File: src/rtl/btn_debounce_toggle.sv
// Push-button conditioner: 2-flop synchronizer, stable-sample debounce FSM, press pulse and toggle.
// Optional macro BTN_ACTIVE_LOW_EN inverts btn_raw ahead of the synchronizer (pull-up buttons).
module btn_debounce_toggle #(
  parameter int DEBOUNCE_CYCLES = 1000000,
  parameter int CNT_W           = 20
) (
  input  logic clk,
  input  logic reset,
  input  logic btn_raw,
  output logic btn_level,
  output logic press_pulse,
  output logic check
);

  typedef enum logic [1:0] {
    IDLE         = 2'd0,
    WAIT_PRESS   = 2'd1,
    PRESSED      = 2'd2,
    WAIT_RELEASE = 2'd3
  } state_t;

  localparam logic [CNT_W-1:0] CNT_LAST = CNT_W'(DEBOUNCE_CYCLES - 1);
  localparam logic [CNT_W-1:0] CNT_ONE  = CNT_W'(1);

  logic             w_btn_in;
  logic             r_s1;
  logic             r_btn_s;
  state_t           r_state;
  state_t           w_state_nxt;
  logic [CNT_W-1:0] r_cnt;
  logic [CNT_W-1:0] w_cnt_nxt;
  logic             r_level;
  logic             r_pulse;
  logic             r_check;
  logic             w_level_nxt;
  logic             w_pulse_nxt;
  logic             w_check_nxt;

`ifdef BTN_ACTIVE_LOW_EN
  assign w_btn_in = ~btn_raw;
`else
  assign w_btn_in = btn_raw;
`endif

  // Synchronizer stage: btn_raw -> r_s1 -> r_btn_s
  always_ff @(posedge clk or negedge reset) begin
    if (!reset) begin
      r_s1    <= 1'b0;
      r_btn_s <= 1'b0;
    end else begin
      r_s1    <= w_btn_in;
      r_btn_s <= r_s1;
    end
  end

  // FSM / output register stage
  always_ff @(posedge clk or negedge reset) begin
    if (!reset) begin
      r_state <= IDLE;
      r_cnt   <= '0;
      r_level <= 1'b0;
      r_pulse <= 1'b0;
      r_check <= 1'b0;
    end else begin
      r_state <= w_state_nxt;
      r_cnt   <= w_cnt_nxt;
      r_level <= w_level_nxt;
      r_pulse <= w_pulse_nxt;
      r_check <= w_check_nxt;
    end
  end

  always_comb begin
    w_state_nxt = r_state;
    w_cnt_nxt   = r_cnt;
    w_pulse_nxt = 1'b0;
    w_check_nxt = r_check;
    unique case (r_state)
      IDLE: begin
        if (r_btn_s) begin
          w_state_nxt = WAIT_PRESS;
          w_cnt_nxt   = CNT_ONE;
        end else begin
          w_cnt_nxt   = '0;
        end
      end
      WAIT_PRESS: begin
        if (!r_btn_s) begin
          w_state_nxt = IDLE;
          w_cnt_nxt   = '0;
        end else if (r_cnt == CNT_LAST) begin
          w_state_nxt = PRESSED;
          w_cnt_nxt   = '0;
          w_pulse_nxt = 1'b1;
          w_check_nxt = ~r_check;
        end else begin
          w_cnt_nxt   = r_cnt + CNT_ONE;
        end
      end
      PRESSED: begin
        if (!r_btn_s) begin
          w_state_nxt = WAIT_RELEASE;
          w_cnt_nxt   = CNT_ONE;
        end
      end
      WAIT_RELEASE: begin
        // A high sample here is release bounce: fall back to PRESSED without any pulse
        if (r_btn_s) begin
          w_state_nxt = PRESSED;
          w_cnt_nxt   = '0;
        end else if (r_cnt == CNT_LAST) begin
          w_state_nxt = IDLE;
          w_cnt_nxt   = '0;
        end else begin
          w_cnt_nxt   = r_cnt + CNT_ONE;
        end
      end
      default: begin
        w_state_nxt = IDLE;
        w_cnt_nxt   = '0;
      end
    endcase
    w_level_nxt = (w_state_nxt == PRESSED) || (w_state_nxt == WAIT_RELEASE);
  end

  assign btn_level   = r_level;
  assign press_pulse = r_pulse;
  assign check       = r_check;

endmodule

File: config.mk
export PLATFORM = sky130hd
export DESIGN_NAME = btn_debounce_toggle
export DESIGN_NICKNAME = d
export VERILOG_FILES = /design/src/rtl/btn_debounce_toggle.sv
export SDC_FILE = /design/constraint.sdc
export NUM_CORES = 1
export LEC_CHECK = 0
export BUFFER_PORTS_ARGS = -buffer_cell sky130_fd_sc_hd__buf_2
export CORE_MARGIN = 2
export CORE_UTILIZATION = 54
export DETAILED_ROUTE_END_ITERATION = 6
export GPL_ROUTABILITY_DRIVEN = 0
export GPL_TIMING_DRIVEN = 1
export PLACE_DENSITY = 0.74
export SYNTH_ARGS = -nofsm -noshare
export SYNTH_HDL_FRONTEND = slang
export SYNTH_SLANG_ARGS = --single-unit
File: constraint.sdc
create_clock -name clk -period 1.9 [get_ports clk]
set_input_delay 0.475 -clock clk [delete_from_list [all_inputs] [get_ports clk]]
set_output_delay 0.475 -clock clk [all_outputs]
set_load 0.05 [all_outputs]
==> Yosys cells after proc, flatten, opt, wreduce, memory -nomap -nowiden <==
Cells that the tools add are included.
{ "totals": {"regBits": 27, "in_bits": 3, "out_inout_bits": 3, "word_cells": 35} }
{ "op_classes": {"addsub": 1, "n_eq_ne": 7, "n_mux": 16, "n_bitwise": 1, "n_reduce_logical": 3} }
{ "op_table": {"columns": ["operator", "n"], "rows": [
  ["$mux W20", 4],
  ["$pmux W20 S4", 1],
  ["$add A20 B1 Y20 const B", 1],
  ["$eq A20 B20 Y1 const B", 1],
  ["$mux W2", 6],
  ["$eq A2 B2 Y1 const B", 4],
  ["$pmux W2 S4", 1],
  ["$mux W1", 4],
  ["$reduce_and A3 Y1", 1],
  ["$eq A2 B1 Y1 const B", 1],
  ["$logic_not A2 Y1", 1],
  ["$ne A2 B2 Y1 const B", 1],
  ["$logic_or A1 B1 Y1", 1],
  ["$not A1 Y1", 1]
]} }

==> Longest topological paths before layout <==
{ "depth": {"ltp_word": 6, "mapped_depth": 7, "depth_no_buf": 6} }

==> Worst setup path after synthesis <==
No wires, ideal clock.
{ "synth_path": {"path_kind": "reg2reg", "start": "reg btn_level (netlist name)", "end": "reg r_cnt[10]", "arrival_time_ns": 1.743, "required_time_ns": 1.817, "slack_ns": 0.074, "path_stages_with_launch": 6, "period_less_slack_ns": 1.826, "path_cell_list": "dfrtp_1 -> xor2_1 -> and2_2 -> o31ai_4 -> or3_2 -> o21ai_0"} }
{ "synth_lines": {"columns": ["item", "line_no", "source"], "rows": [
  ["end signal: assignment", "66", "r_cnt <= w_cnt_nxt;"],
  ["end: declaration", "30", "logic [CNT_W-1:0] r_cnt;"]
]} }

==> Worst setup path in the final report <==
{ "layout_path": {"start": "reg r_cnt[1]", "end": "reg r_cnt[5]"} }
{ "layout_via": {"elab_chain_cells": 4, "elab_cells_between_ends": 6, "classes_between": "1 x add/sub; 1 x eq/ne; 4 x mux"} }
{ "layout_lines": {"columns": ["item", "line_no", "source"], "rows": [
  ["$add A20 B1 Y20 / $eq A20 B20 Y1 (equally long branches)", null, null],
  ["$mux W20 (*)", "91, 111", null],
  ["$mux W20 (on tied branches)", "108, 88", null],
  ["$pmux W20 S4 (*)", "78", "unique case (r_state)"]
]} }
Every way passes the cells marked *; elsewhere a longest branch is shown, timed or not.
A chain may end at the register's enable or synchronous reset.

==> flow_summary.yaml <==
sta:
  holdWs_ps: 127
  min_period_ps: 1890
  hold_violations: 0
  clock.fmax_mhz: 528
  slew_headroom_pct: 60.4
  setup-violations-final: 0
  skew_ps: 6.77
  fin_crit_sh_pct: 99.6
  rsz0062_at_grt: "true"
  slew_violations: 0
  worstMarginPinSlew_ps: 594
critical_path:
  crit_path_max_fanout: 5
  crit_type: "reg -> reg"
  critPathLaunchType: "register"
  required_ps: 2120
  slowest_stage: "dfrtp_1"
  reg2reg_to: "r_cnt[5]"
  max_stage_delay_ps: 420
  cp-end-kind: "register"
  cp.arrival_ps: 2120
  rr_worst_depth: 7
  path_cells: "ha_2, and4_4, nand2_4, o31ai_4, buf_4, nor3_1, mux2_2"
  r2r_start: "r_cnt[1]"
  reg2reg_slack_ps: 7
die:
  fp.dieH_um: 55.0
  rows: 18
  pin_count: 6
  die_w_um: 55.0
  die-area_um2: 3030
  core_um2: 2480
  start_util_pct: 56.8
synthesis:
  synth-edff-count: 0
  ys.flop_type: "dfrtp_1"
  synthCells: 146
  synth.distinct_cells: 42
  yosysWarnings: 0
  seq_area_frac_synth_pct: 46.3
  async_flop_share_pct: 100
  syn_area_um2: 1410
  yosys_register_bits: 26
  synth_largest_area_cell: "dfrtp_1"
  synth_common_cells: "26 x dfrtp_1, 13 x nand3_1, 11 x nand2_1, 10 x o21ai_0"
  syn_area_per_cell_um2: 9.63
  syn_nets: 150
  synth.top_cells.by_area: "dfrtp_1 46%, nand3_1 4.6%, o21ai_0 3.6%, a21o_1 3.2%, nand2_1 2.9%"
  netlist.area_leader.share_pct: 46.3
  yosysMostFrequentCell: "dfrtp_1"
final_layout:
  n_antenna_cell: 0
  multiInputGateArea_um2: 747
  fin_cells: 202
  seq_area_um2: 651
  nNetsFinal: 177
  drive_gt1_share_pct: 29.7
  final_util_pct: 68.0
  fillers: 187
  syn_to_final_growth_pct: 19.8
grt:
  grt_pass1_wl_mm: 5.09
  antenna_found_initial: 0
  grt_util_all_layers_pct: 23.6
  grt_max_degree: 27
  grt_overflow_total: 0
  grt_pass1_vias: 1204
route:
  wl_met1_mm: 1.39
  drc: 0
  highest_layer: "met4"
  via_per_inst: 6.03
  dr_total_vias: 1218
  dr_wl_met2_mm: 1.46
  drt-initial-drc-count: 28
  ant_nets: 0
  wl_per_cell_um: 15.2
  drt_pass1_iterations: 4
  wl_met3_um: 142
  routed_wl_mm: 3.07
power_and_ir_drop:
  ir_drop_mv: 0.577
  p_comb_share_pct: 6.8
  internal_power_mw: 0.704
  seqPwrFrac_pct: 62.2
  power_density_nw_per_um2: 540
  power_mw: 0.910
  power_switching_mw: 0.206
  pwr-share-clk_pct: 31.1
  switching_share_pct: 22.7
  p_leak_nw: 0.802
run_status:
  status: "finished, final reports clean"
clocking:
  clk_latency_ps: 330
  cts_tree: "built"
  cts.sinks: 26
  cts_htree_levels: 1
  clk_pin_slew_worst_paths_ps: 140
  cts_buffer_depth: 2
  cts_root_buf: "clkbuf_4"
  cts_buffers: 3
  cts_hold_buf: 0
place:
  io_buffers: 5
  place_inst: 194
  detailedPlacementHpwl_mm: 2.19
flow_run:
  maxCapViolations: 0
worst_hold_path:
  hold_path_class: "in -> async"
## worst max-delay path, delay by kind of cell (launching register included)
family / cells / cell delay, ps
mux: 1 / 270
flops: 1 / 420
compound gates: 1 / 330
fa+ha+maj: 1 / 210
simple gates: 3 / 380
buf+inv: 1 / 180
## metal layers
layer,up-vias,track usage [%]
li1,594,-
met1,580,30.0
met2,35,39.1
met3,9,4.03
met4,0,11.0
met5,-,0
## cell usage in the layout (no fill, tap or decap), types with 4 or more instances in the layout
cell type	instances
dfrtp_1	26
inv_1	6
nand2_1	10
or3_2	4
buf_4	19
buf_2	5
o21ai_1	4
a21oi_1	5
a21o_1	6
nor2_1	4
nand3_1	13
nand4_1	6
o21ai_0	10
nor4_1	4
## power groups by stage
stage | combinational (mW) | sequential [mW] | clock (mW)
global placement | 0.0548 | 0.576 | 0
floorplan | 0.0320 | 0.575 | 0
CTS | 0.0564 | 0.566 | 0.295
detailed placement | 0.0562 | 0.576 | 0
finish | 0.0618 | 0.566 | 0.283
global route | 0.0685 | 0.568 | 0.314
## repair_timing
action,4_1_cts,5_1_grt
setup endpoints to repair,4,19
buffers inserted,0,4
gates resized for setup,1,13
pin swaps,0,5
hold endpoints to repair,0,0
## how the worst max path moves through the flow
stage                    from   endpoint  slack, ps  depth (start not counted)
floorplan           btn_level  r_cnt[10]         70                          5
global placement     r_cnt[1]  r_cnt[17]         50                          7
detailed placement   r_cnt[1]  r_cnt[17]        -30                          7
CTS                  r_cnt[1]  r_cnt[17]         10                          7
global route         r_cnt[1]   r_cnt[5]        -40                          7
finish               r_cnt[1]   r_cnt[5]          7                          7
## flip-flops by register name, summed over array words and instances, names as in the netlist
| register | cells |
|---|---|
| press_pulse | 1 |
| btn_level | 1 |
| r_btn_s | 1 |
| r_cnt | 20 |
| check | 1 |
| r_s1 | 1 |
| r_state | 1 |
## stage by stage
step                      TNS (ps)  area (um2)  setup slack (ps)
after floorplan                  0        1410              74.1
after global placement           0        1570              46.1
after detailed placement     -35.8        1570             -28.8
after CTS                        0        1600              14.4
after global routing          -114        1680             -43.5
final                            0        1680              7.39
## final cells by class
class | instances | share of cell area (%)
flip-flops and latches | 26 | 38.6
well taps | 30 | 2.23
clock buffers | 4 | 2.15
inverters | 6 | 1.34
repair buffers | 26 | 11.3
multi-input cells | 110 | 44.4
## cell families (layout without fill, tap and decap cells)
family                     count (synthesis)  count (layout)  share of synthesized area [%]
AOI/OAI and AO/OA                         34              34                           16.2
DFF                                       26              26                           46.3
muxes                                      3               3                           2.31
buffers and inverters                     10              36                           3.82
and+or+nand+nor                           68              68                           28.0
adders and majority gates                  1               1                          0.890
xor gates and xnor gates                   4               4                           2.49
Power figures use the tool's default switching activity.
